`src/rtl/irdy_gen_if.sv`:
```
// irdy_gen_if: lock/reset handshake between the ready generator and the domain reset sequencer.
interface irdy_gen_if;
   logic       LOCKED;
   logic       DOMAIN_RST;
   logic       IRDY;
   logic       DOMAIN_UP;
   logic       RST_ERR;
   logic [1:0] ERR_CODE;
   logic [3:0] RETRY_CNT;
   modport master (output LOCKED, DOMAIN_RST, input IRDY, DOMAIN_UP, RST_ERR, ERR_CODE, RETRY_CNT);
   modport slave (input LOCKED, DOMAIN_RST, output IRDY, DOMAIN_UP, RST_ERR, ERR_CODE, RETRY_CNT);
endinterface

```
`src/rtl/irdy_gen.sv`:
```
// irdy_gen: qualifies LOCKED into IRDY and checks the returned DOMAIN_RST pulse width.
// Define IRDY_GEN_AUTORETRY_EN for backoff-and-retry on error; otherwise errors latch into FAULT.
module irdy_gen #(
   parameter int unsigned LOCK_CYCLES = 64,
   parameter int unsigned RST_MIN = 15,
   parameter int unsigned RST_MAX = 32,
   parameter int unsigned TIMEOUT = 255,
   parameter int unsigned RETRY_GAP = 8
) (
   input logic CLK_generic,
   input logic RST_stimulus,
   irdy_gen_if.slave bus
);
   typedef enum logic [2:0] {WAIT_LOCK, QUALIFY, WAIT_RST, IN_RST, UP, BACKOFF, FAULT} state_t;
`ifdef IRDY_GEN_AUTORETRY_EN
   localparam state_t ERR_NEXT = BACKOFF;
`else
   localparam state_t ERR_NEXT = FAULT;
`endif
   localparam logic [15:0] LOCK_END = 16'(LOCK_CYCLES - 1);
   localparam logic [15:0] TO_END = 16'(TIMEOUT - 1);
   localparam logic [15:0] MAX_END = 16'(RST_MAX - 1);
   localparam logic [15:0] MIN_W = 16'(RST_MIN);
   localparam logic [15:0] GAP_END = 16'(RETRY_GAP - 1);
   state_t state, nxt;
   logic [15:0] cnt, cnt_nxt;
   logic err;
   logic [1:0] code;
   always_comb begin
      nxt = state;
      cnt_nxt = cnt;
      err = 1'b0;
      code = 2'b00;
      case (state)
         WAIT_LOCK: nxt = bus.LOCKED ? QUALIFY : WAIT_LOCK;
         QUALIFY: if (cnt == LOCK_END) nxt = WAIT_RST; else cnt_nxt = cnt + 16'd1;
         WAIT_RST:
            if (bus.DOMAIN_RST) nxt = IN_RST;
            else if (cnt == TO_END) begin err = 1'b1; code = 2'b01; end
            else cnt_nxt = cnt + 16'd1;
         IN_RST:
            if (bus.DOMAIN_RST) begin
               if (cnt == MAX_END) begin err = 1'b1; code = 2'b11; end
               else cnt_nxt = cnt + 16'd1;
            end
            else if (cnt >= MIN_W) nxt = UP;
            else begin err = 1'b1; code = 2'b10; end
         UP: nxt = bus.DOMAIN_RST ? IN_RST : UP;
         BACKOFF: if (cnt == GAP_END) nxt = WAIT_LOCK; else cnt_nxt = cnt + 16'd1;
         default: ;
      endcase
      if (err) nxt = ERR_NEXT;
      // Loss of lock overrides everything, including a pending error.
      if (!bus.LOCKED && state inside {QUALIFY, WAIT_RST, IN_RST, UP}) begin
         nxt = WAIT_LOCK;
         err = 1'b0;
      end
      if (nxt != state) cnt_nxt = (nxt == IN_RST) ? 16'd1 : 16'd0;
   end
   always_ff @(posedge CLK_generic) begin
      if (RST_stimulus) begin
         state <= WAIT_LOCK;
         cnt <= 16'd0;
         bus.RST_ERR <= 1'b0;
         bus.ERR_CODE <= 2'b00;
         bus.RETRY_CNT <= 4'd0;
      end else begin
         state <= nxt;
         cnt <= cnt_nxt;
         if (err) begin
            bus.RST_ERR <= 1'b1;
            bus.ERR_CODE <= code;
         end
         if (state == BACKOFF && nxt == WAIT_LOCK && bus.RETRY_CNT != 4'hF) bus.RETRY_CNT <= bus.RETRY_CNT + 4'd1;
      end
   end
   assign bus.IRDY = state inside {WAIT_RST, IN_RST, UP};
   assign bus.DOMAIN_UP = state == UP;
endmodule

```
`src/flat_wrapper.sv`:
```
// flat-port wrapper written by rule: the top's interface ports become plain ports
module irdy_gen_flat 
#(
   parameter int unsigned LOCK_CYCLES = 64,
   parameter int unsigned RST_MIN = 15,
   parameter int unsigned RST_MAX = 32,
   parameter int unsigned TIMEOUT = 255,
   parameter int unsigned RETRY_GAP = 8
)
  (CLK_generic, RST_stimulus, bus_LOCKED, bus_DOMAIN_RST, bus_IRDY, bus_DOMAIN_UP, bus_RST_ERR, bus_ERR_CODE, bus_RETRY_CNT);
  irdy_gen_if bus_i ();
  input logic CLK_generic;
  input logic RST_stimulus;
  input wire logic [$bits(bus_i.LOCKED)-1:0] bus_LOCKED;
  input wire logic [$bits(bus_i.DOMAIN_RST)-1:0] bus_DOMAIN_RST;
  output wire logic [$bits(bus_i.IRDY)-1:0] bus_IRDY;
  output wire logic [$bits(bus_i.DOMAIN_UP)-1:0] bus_DOMAIN_UP;
  output wire logic [$bits(bus_i.RST_ERR)-1:0] bus_RST_ERR;
  output wire logic [$bits(bus_i.ERR_CODE)-1:0] bus_ERR_CODE;
  output wire logic [$bits(bus_i.RETRY_CNT)-1:0] bus_RETRY_CNT;
  assign bus_i.LOCKED = bus_LOCKED;
  assign bus_i.DOMAIN_RST = bus_DOMAIN_RST;
  assign bus_IRDY = bus_i.IRDY;
  assign bus_DOMAIN_UP = bus_i.DOMAIN_UP;
  assign bus_RST_ERR = bus_i.RST_ERR;
  assign bus_ERR_CODE = bus_i.ERR_CODE;
  assign bus_RETRY_CNT = bus_i.RETRY_CNT;
  irdy_gen #(.LOCK_CYCLES(LOCK_CYCLES), .RST_MIN(RST_MIN), .RST_MAX(RST_MAX), .TIMEOUT(TIMEOUT), .RETRY_GAP(RETRY_GAP)) u_core (.CLK_generic(CLK_generic), .RST_stimulus(RST_stimulus), .bus(bus_i));
endmodule
```
`config.mk`:
```
export PLATFORM = sky130hd
export DESIGN_NAME = irdy_gen_flat
export DESIGN_NICKNAME = d
export VERILOG_FILES = /design/src/rtl/irdy_gen_if.sv /design/src/rtl/irdy_gen.sv /design/src/flat_wrapper.sv
export SDC_FILE = /design/constraint.sdc
export NUM_CORES = 1
export LEC_CHECK = 0
export ABC_AREA = 1
export BUFFER_PORTS_ARGS = -buffer_cell sky130_fd_sc_hd__buf_2
export CAP_MARGIN = 5
export CORE_MARGIN = 10
export CORE_UTILIZATION = 50
export CTS_BUF_LIST = sky130_fd_sc_hd__clkbuf_4
export DETAILED_ROUTE_END_ITERATION = 7
export HOLD_SLACK_MARGIN = 0.1
export PLACE_DENSITY = 0.74
export RECOVER_POWER = 25
export SYNTH_ARGS = -nofsm -noshare
export SYNTH_HDL_FRONTEND = slang
export SYNTH_SLANG_ARGS = --single-unit
```
`constraint.sdc`:
```
create_clock -name CLK_generic -period 3.1 [get_ports CLK_generic]
set_clock_uncertainty 0.05 [all_clocks]
set_input_delay 0.155 -clock CLK_generic [delete_from_list [all_inputs] [get_ports CLK_generic]]
set_output_delay 0.155 -clock CLK_generic [all_outputs]
set_load 0.05 [all_outputs]
```
==> results of run 1 <==
## state kept, by name, summed over array words and instances (netlist names)
signal	cells
u_core.cnt	16
u_core.bus.RETRY_CNT	4
u_core.state	3
u_core.bus.ERR_CODE	2
u_core.bus.RST_ERR	1
## area by class of cell
class	count	area, um^2
Inverter	38	143
Clock inverter	1	3.75
Multi-Input combinational cell	210	1110
Sequential cell	26	520
Timing Repair Buffer	15	72.6
Fill cell	378	1700
Tap cell	48	60.1
Clock buffer	3	22.5
## final timing paths
check | from | end | slack, ps | cells past startpoint
worst min register to register | u_core.bus.RST_ERR | u_core.bus.RST_ERR | 440 | 2
worst min-delay path | bus_DOMAIN_RST | u_core.bus.ERR_CODE[0] | 100 | 3
worst max-delay path | u_core.cnt[0] | u_core.cnt[7] | 630 | 15
worst max register to register | u_core.cnt[0] | u_core.cnt[7] | 630 | 15
## critical path, delay by kind of cell, from the launching register on
kind,cells,cell delay (ps)
AOI/OAI and AO/OA,2,190
and+or+nand+nor,10,1080
DFF,1,420
buffers and inverters,2,340
adders and majority gates,1,260
## layout by cell type, fill, tap and decap left out
| cell | instances |
|---|---|
| nand3_2 | 2 |
| nor2_1 | 37 |
| buf_4 | 3 |
| nand2_1 | 47 |
| a21oi_1 | 20 |
| inv_1 | 36 |
| ha_1 | 3 |
| nand2_2 | 6 |
| clkinv_1 | 1 |
| xor2_1 | 12 |
| inv_2 | 2 |
| dfxtp_1 | 26 |
| nand4_1 | 36 |
| nor2_8 | 1 |
| nor3_2 | 1 |
| clkbuf_1 | 8 |
| xnor2_1 | 2 |
| buf_2 | 4 |
| a31oi_1 | 1 |
| o21ai_0 | 4 |
| clkbuf_4 | 3 |
| nand3_1 | 21 |
| o21ai_1 | 1 |
| nor4_1 | 2 |
| nor3_1 | 9 |
| nor2_2 | 5 |
## power by group through the flow
stage / registers (mW) / logic (mW) / clock network [mW]
finish: 0.343 / 0.0879 / 0.155
global route: 0.343 / 0.0974 / 0.171
CTS: 0.343 / 0.0871 / 0.159
detailed placement: 0.350 / 0.0869 / 0
global placement: 0.350 / 0.0851 / 0
floorplan: 0.349 / 0.0741 / 0
## cell families (layout without fill, tap and decap cells)
| family | count (synthesis) | after routing |
|---|---|---|
| adders and majority gates | 3 | 3 |
| DFF | 26 | 26 |
| buffers and inverters | 51 | 57 |
| and+or+nand+nor | 167 | 167 |
| AOI/OAI and AO/OA | 26 | 26 |
| xor gates and xnor gates | 14 | 14 |
## metal layers
layer  global-route usage, %  part of all wire [%]
met5                       0                     0
met1                    17.5                    47
met2                    22.5                    46
met4                    3.98                   1.2
met3                    2.32                   5.6
==> flow_summary.toml, run 1 <==
[logic_synthesis]
synth_top_cell_by_area = "dfxtp_1"
yosysSeqAreaShare_pct = 28.1
synth_compound_area_share_pct = 7.09
yosys_warnings = 0
synth_commonest_cells = "nand2_1, nor2_1, inv_1, nand4_1, dfxtp_1"
synth.net_count = 294
synth.top_cell.area_share_pct = 28.1
synthDistinctLibCells = 25
synth-main-ff-cell = "dfxtp_1"
synthCells = 287
synth_top_family_by_area = "simple AND/OR/NAND/NOR gates"
yosysMostFrequentCell = "nand2_1"
synthTopCellsByArea = "dfxtp_1, nand4_1, nand2_1, nor2_1, inv_1"
synthAdderAreaFrac_pct = 2.03
async_flop_share_pct = 0
syn_area_per_cell_um2 = 6.46
synth-seq-cells = 26
synthSimpleGateAreaFrac_pct = 44.4
syn-cell-area_mm2 = 0.00185
synth_xor_xnor_area_share_pct = 6.62
synth_edf_count = 0
synth.mux.area_fraction_pct = 0

[detailed_routing]
vias = 1865
first_pass_iters = 4
wl_per_cell_um = 12.6
ant_nets = 0
via_per_inst = 5.47
drc = 0
drtIter0Drc = 155
drt_wl_total_um = 4290

[cts]
cts_made_buffers = 3
clk_latency_ps = 340
cts.sinks = 26
ctsHtreeMaxLevel = 1
cts_setup_buffers = 0
cts_resized = 0
cts_root_buf = "clkbuf_4"
cts-hold-fix-buffers = 0
clk_pin_slew_ps = 160
cts_buffer_depth = 2
cts_tree = "built"

[worst_setup_path]
crit_arrival_ps = 2660
crit_type = "reg2reg"
cpMostUsedCell = "nand3_1"
critPathMaxFanout = 29
cp-end-kind = "flip-flop"
cp_slowest_cell = "dfxtp_1"
cp_slowest_stage_delay_ps = 420
cp_cell_sequence = "ha_1 -> inv_1 -> nor2_1 -> nor2_1 -> nand2_2 -> nand2_2 -> nand3_1 -> nand3_1 -> o21ai_1 -> nand2_1 -> nor2_2 -> buf_4 -> nand3_1 -> nand2_1 -> a21oi_1"
cp-start-kind = "flip-flop"
cp_data_required_time_ps = 3290

[placement]
finalWeightedCongestion = 0.915
postPlaceCellArea_mm2 = 0.00192
hpwl_um = 3150
port-buffer-count = 12
post-place-ws_ps = 720
dp.cells = 337

[sta]
period_needed_ps = 2470
slew_viol_final = 0
maxSlewHeadroom_pct = 59.2
rsz0062_at_grt = "false"
fin_crit_sh_pct = 79.8
final-hold-violation-count = 0
finalSetupViolCount = 0
fmax_mhz = 404
worstMarginPinSlew_ps = 614
setup_slack_ps = 626
whs_ps = 104
setup-tns-final_ps = 0

[grt]
grt_pass1_vias = 1652
grt_pass1_wl_um = 7360
antenna_found_initial = 0
gr-total-overflow = 0
grt_usage_pct = 13.6
grt_max_degree = 30

[power]
finalPower_mw = 0.586
leakage_nw = 0.834
power_density_mw_per_mm2 = 303
swShare_pct = 30.2
p_int_mw = 0.409
switchingPower_mw = 0.177
clkPwrFrac_pct = 26.5
pwr-share-comb_pct = 15.0
seqPwrFrac_pct = 58.5
vdd_drop_max_v = 0.000158

[die]
fp.coreArea_mm2 = 0.00363
io_pins = 13
die_h_um = 80.9
rows = 22
die_width_um = 80.9
initial_core_util_pct = 51.0
dieArea_mm2 = 0.00654

[cells_and_area]
final_util_pct = 53.3
drive_gt1_share_pct = 9.22
nets = 301
antennaDiodeCount = 0
area_growth_pct = 4.46
fin_area_mm2 = 0.00194
finalNonFillerCells = 341

[outcome]
status = "complete, no violations"

[flow_run]
max-cap-violations = 0

[hold_path]
worstHoldPathType = "in2reg"
No activity file was read; power rests on OpenSTA's default activity.
==> run 2: changes to the inputs <==
- PLACE_DENSITY: 0.74 -> 0.77
- clock period: 3.1 -> 2.11 ns (I/O delays scaled with it)
==> run 2 against run 1 <==
Effect of this change: the run now ends with negative setup slack left; sequential share of layout area decreased by 4.3 points; via count is 13% higher; core utilization up 12 points; count of clock-buffer cells in the layout stayed put; critical path depth down 2; non-clock buffer count rose by 31; total power is 86% higher; worst hold slack better by 140 ps; critical path type unchanged.
==> flow_summary.toml, run 2 (synthesized netlist as in run 1, its figures left out) <==
[worst_setup_path]
crit_end = "u_core.cnt[10]"
cp_cell_sequence = "nor2_4 -> nand2_1 -> nor2_1 -> nand2_2 -> nand2_2 -> nand2_2 -> nand3_2 -> nand2_1 -> xor2_1 -> nor2_4 -> buf_4 -> nand4_1 -> a21oi_1"
crit_type = "reg2reg"
rr_worst_depth = 13
cp_data_required_time_ps = 2350
cp_top_family = "simple AND/OR/NAND/NOR gates"
crit_arrival_ps = 2380
reg2reg_setup_slack_ps = -30
cp_slowest_stage_delay_ps = 380
cp.depth = 13
cp-start-kind = "flip-flop"
reg2reg_from = "u_core.cnt[6]"
r2r_end = "u_core.cnt[10]"
cp-end-kind = "flip-flop"
cp_slowest_cell = "dfxtp_1"
cpMostUsedCell = "nand2_2"
critPathMaxFanout = 5
setup.worst_path.start = "u_core.cnt[6]"
critical_path.n_buffers_inverters = 1

[sta]
whs_ps = 244
fmax_mhz = 467
slew_viol_final = 0
final-hold-violation-count = 0
period_needed_ps = 2140
finalSetupViolCount = 14
maxSlewHeadroom_pct = 60.1
setup_slack_ps = -30.8
setup-tns-final_ps = -243
fin_crit_sh_pct = 101
worstMarginPinSlew_ps = 601
rsz0062_at_grt = "true"

[die]
dieArea_mm2 = 0.00654
rows = 22
die_h_um = 80.9
fp.coreArea_mm2 = 0.00363
io_pins = 13
die_width_um = 80.9
initial_core_util_pct = 51.0

[grt]
globalRoute.busiestLayer = "met2"
antenna_found_initial = 0
grt_pass1_vias = 1756
use_met2_pct = 26.4
grt_usage_pct = 15.8
grt_max_degree = 30
gr-total-overflow = 0
use_met1_pct = 19.7
grt_pass1_wl_um = 8360
grtUsageMet3_pct = 2.21

[detailed_routing]
drt_wl_total_um = 5550
first_pass_iters = 5
ant_nets = 0
drtIter0Drc = 231
drc = 0
wl_per_cell_um = 14.9
via_per_inst = 5.66
vias = 2113

[cells_and_area]
nFillCells = 312
largest_reg_flops = 16
nets = 333
layout_commonest_cell = "nand2_1"
top_register = "u_core.cnt"
finalNonFillerCells = 373
fin_area_mm2 = 0.00239
top_regs = "u_core.cnt: 16 flops, u_core.bus.RETRY_CNT: 4 flops, u_core.state: 3 flops"
mostFrequentLayoutCells = "nand2_1, nand4_1, nor2_1"
drive_gt1_share_pct = 27.7
area_growth_pct = 28.9
antennaDiodeCount = 0

[placement]
dp.cells = 355
port-buffer-count = 12
hpwl_um = 3430
postPlaceCellArea_mm2 = 0.00207
finalWeightedCongestion = 0.990

[power]
swShare_pct = 29.3
clkPwrFrac_pct = 34.5
power_density_mw_per_mm2 = 456
finalPower_mw = 1.09
leakage_nw = 1.06
p_int_mw = 0.769
pwr-share-comb_pct = 19.0
switchingPower_mw = 0.319
vdd_drop_max_v = 0.000328
seqPwrFrac_pct = 46.5

[cts]
ctsHtreeMaxLevel = 1
clk_latency_ps = 360
cts_made_buffers = 3
cts.sinks = 26
cts_tree = "built"
clk_pin_slew_ps = 170
cts_buffer_depth = 2
cts_root_buf = "clkbuf_4"

[outcome]
violations = "negative setup slack"
status = "complete, but fails checks"

[flow_run]
max-cap-violations = 0

[hold_path]
worstHoldPathType = "in2reg"
## run 2: what timing repair did
item	in CTS	in global routing
endpoints found under the setup margin	15	16
setup buffers	1	6
cloned	3	2
hold buffers	2	0
resized for setup	20	25
endpoints found under the hold margin	4	0
pin swaps	5	23
## run 2: area by class of cell
| cell class | count | area, um^2 | area share, % |
|---|---|---|---|
| sequential | 26 | 539 | 22.6 |
| inverter | 38 | 146 | 6.13 |
| timing repair buffer | 46 | 357 | 14.9 |
| multi-input combinational | 211 | 1230 | 51.6 |
| tap | 48 | 60.1 | 2.51 |
| clock inverter | 1 | 30.0 | 1.26 |
| clock buffer | 3 | 22.5 | 0.943 |
## run 2: layer usage
metal / part of all wire (%) / routed length [um] / vias to the layer above
li1: - / - / 1037
met1: 42 / 2320 / 952
met2: 48 / 2690 / 105
met3: 6.6 / 369 / 19
met4: 3.0 / 167 / 0
met5: 0 / 0 / -
## run 2: stage by stage
stage	utilization [%]	setup WS, ps
6_report	65.7	-30.8
5_1_grt	65.7	-153
4_1_cts	61.3	0.266
3_5_place_dp	57.1	-97.7
3_3_place_gp	57.1	33.1
2_1_floorplan	-	13.5
## run 2: how the worst min path moves through the flow
stage,from,end,slack [ps],cells past startpoint
2_1_floorplan,RST_stimulus,u_core.state[0],140,1
3_3_place_gp,u_core.bus.RST_ERR,u_core.bus.RST_ERR,390,2
3_5_place_dp,u_core.bus.RST_ERR,u_core.bus.RST_ERR,420,2
4_1_cts,bus_LOCKED,u_core.bus.ERR_CODE[1],230,7
5_1_grt,bus_LOCKED,u_core.state[1],260,6
6_report,bus_LOCKED,u_core.state[1],240,6
## run 2: power groups by stage
stage	logic, mW	clock network [mW]	registers, mW
6_report	0.207	0.375	0.506
5_1_grt	0.225	0.386	0.507
4_1_cts	0.188	0.370	0.505
3_5_place_dp	0.149	0	0.514
3_3_place_gp	0.146	0	0.513
2_1_floorplan	0.109	0	0.513
## run 2: worst min-delay path: stages
cell	delay, ps
buf_2	90
inv_1	50
nand2_2	70
buf_4	130
nand2_1	80
nor2_1	100
==> run 3: changes to the inputs <==
- CELL_PAD_IN_SITES_DETAIL_PLACEMENT: not set -> 0
- CELL_PAD_IN_SITES_GLOBAL_PLACEMENT: not set -> 1
- CORE_UTILIZATION: 50 -> 40
- PLACE_DENSITY: 0.77 -> 0.84
==> run 3 against run 2 <==
Effect of this change: the flow now finishes without violations; flip-flop and latch count stayed put; final area is 5.3% higher; worst hold slack worse by 110 ps; critical path depth is 5 higher; combinational power is 17% higher; total power fell by 10%; via count is 0.76% higher; critical path type unchanged; largest power group unchanged.
==> flow_summary.toml, run 3 (synthesized netlist as in run 1, its figures left out) <==
[sta]
rsz0062_at_grt = "true"
period_needed_ps = 2110
maxSlewHeadroom_pct = 59.9
setup-tns-final_ps = 0
fin_crit_sh_pct = 99.9
worstMarginPinSlew_ps = 604
fmax_mhz = 474
whs_ps = 130
slew_viol_final = 0
setup_slack_ps = 2.26
final-hold-violation-count = 0
finalSetupViolCount = 0

[power]
p_int_mw = 0.668
clkPwrFrac_pct = 23.4
swShare_pct = 31.4
power_density_mw_per_mm2 = 387
pwr-share-comb_pct = 24.9
leakage_nw = 1.11
seqPwrFrac_pct = 51.6
vdd_drop_max_v = 0.000353
switchingPower_mw = 0.306

[cells_and_area]
finalNonFillerCells = 380
area_growth_pct = 35.8
largest_reg_flops = 16
top_regs = "u_core.cnt: 16 flops, u_core.bus.RETRY_CNT: 4 flops, u_core.state: 3 flops"
final_util_pct = 57.0
antennaDiodeCount = 0
top_register = "u_core.cnt"
layout_commonest_cell = "nand2_1"
drive_gt1_share_pct = 33.5
mostFrequentLayoutCells = "nand2_1, nand4_1, inv_1"
nets = 336

[worst_setup_path]
cp_cell_sequence = "ha_4 -> inv_2 -> nor2_4 -> nor2_2 -> nand2_2 -> nand2_4 -> nand2_4 -> nand2_4 -> nor2_4 -> nor2_2 -> nand2_1 -> nand2_2 -> nor2_4 -> buf_6 -> clkbuf_16 -> nand3_2 -> nand2_1 -> a21oi_2"
cp_slowest_stage_delay_ps = 390
critical_path.n_buffers_inverters = 3
crit_arrival_ps = 2290
cp-end-kind = "flip-flop"
critPathMaxFanout = 7
cp_top_family = "simple AND/OR/NAND/NOR gates"
cp-start-kind = "flip-flop"
crit_type = "reg2reg"
cp_data_required_time_ps = 2290
cp_slowest_cell = "dfxtp_2"

[detailed_routing]
vias = 2129
ant_nets = 0
via_per_inst = 5.60
wl_per_cell_um = 15.0
first_pass_iters = 5
drc = 0
drt_wl_total_um = 5720
drtIter0Drc = 218

[cts]
cts_made_buffers = 3
cts.sinks = 26
clk_pin_slew_ps = 150
cts_buffer_depth = 2
cts_tree = "built"
ctsHtreeMaxLevel = 1
clk_latency_ps = 320
cts_root_buf = "clkbuf_4"

[die]
die_width_um = 88.1
die_h_um = 88.1
initial_core_util_pct = 42.0
rows = 24
io_pins = 13
dieArea_mm2 = 0.00775
fp.coreArea_mm2 = 0.00441

[hold_path]
worstHoldPathType = "in2reg"

[grt]
grt_pass1_wl_um = 8490
gr-total-overflow = 0
grt_max_degree = 30
antenna_found_initial = 0
grt_usage_pct = 13.2
grt_pass1_vias = 1860

[placement]
post-place-ws_ps = -38.0
port-buffer-count = 12
hpwl_um = 3550
dp.cells = 365
finalWeightedCongestion = 0.984

[flow_run]
max-cap-violations = 0

[outcome]
status = "complete, no violations"
## run 3: cell types whose count changed in the layout (fill, tap and decap cells not counted), sizes merged
cell         delta
clkbuf          +3
nor2            -1
bufinv          -1
dlygate4sd3     -1
buf             +2
clkinv          +1
## run 3: path summary, 6_finish.rpt
kind,startpoint,to,slack (ps),cells after the start
max reg2reg,u_core.cnt[1],u_core.cnt[3],2,18
max,u_core.cnt[1],u_core.cnt[3],2,18
min,RST_stimulus,u_core.state[2],130,2
min reg2reg,u_core.bus.RST_ERR,u_core.bus.RST_ERR,440,2
## run 3: final cells by class
cell class / instances / area, um^2
Timing Repair Buffer: 50 / 434
Inverter: 38 / 149
Multi-Input combinational cell: 210 / 1300
Fill cell: 391 / 1900
Clock inverter: 1 / 3.75
Clock buffer: 3 / 22.5
Sequential cell: 26 / 541
Tap cell: 52 / 65.1
## run 3: what timing repair did
item	in CTS	in global routing
resized for setup	13	53
buffers inserted	2	4
gates cloned	1	4
setup endpoints to repair	15	16
hold buffers	1	0
pin swaps	2	29
endpoints found under the hold margin	1	0
## run 3: layer usage
layer	track usage, %	vias up	wire, um
li1	-	1048	-
met1	17.6	961	2420
met2	20.8	98	2750
met3	2.60	22	412
met4	3.85	0	139
met5	0	-	0
## run 3: stage by stage
stage	power, mW	cell area, um^2
2_1_floorplan	0.622	1860
3_3_place_gp	0.674	2140
3_5_place_dp	0.674	2140
4_1_cts	0.953	2260
5_1_grt	1.03	2520
6_report	0.975	2520
## run 3: worst register-to-register path: stages (launching register included)
cell and delay, ps:
dfxtp_2 390, ha_4 170, inv_2 50, nor2_4 90
nor2_2 40, nand2_2 100, nand2_4 80, nand2_4 100
nand2_4 50, nor2_4 130, nor2_2 40, nand2_1 60
nand2_2 60, nor2_4 100, buf_6 130, clkbuf_16 150
nand3_2 70, nand2_1 90, a21oi_2 50
## run 3: power groups by stage
| stage | Clock (mW) | Sequential (mW) | Combinational (mW) |
|---|---|---|---|
| after detailed placement | 0 | 0.513 | 0.161 |
| after floorplan | 0 | 0.513 | 0.109 |
| after CTS | 0.240 | 0.504 | 0.209 |
| final | 0.228 | 0.503 | 0.243 |
| after global placement | 0 | 0.513 | 0.161 |
| after global routing | 0.259 | 0.505 | 0.266 |
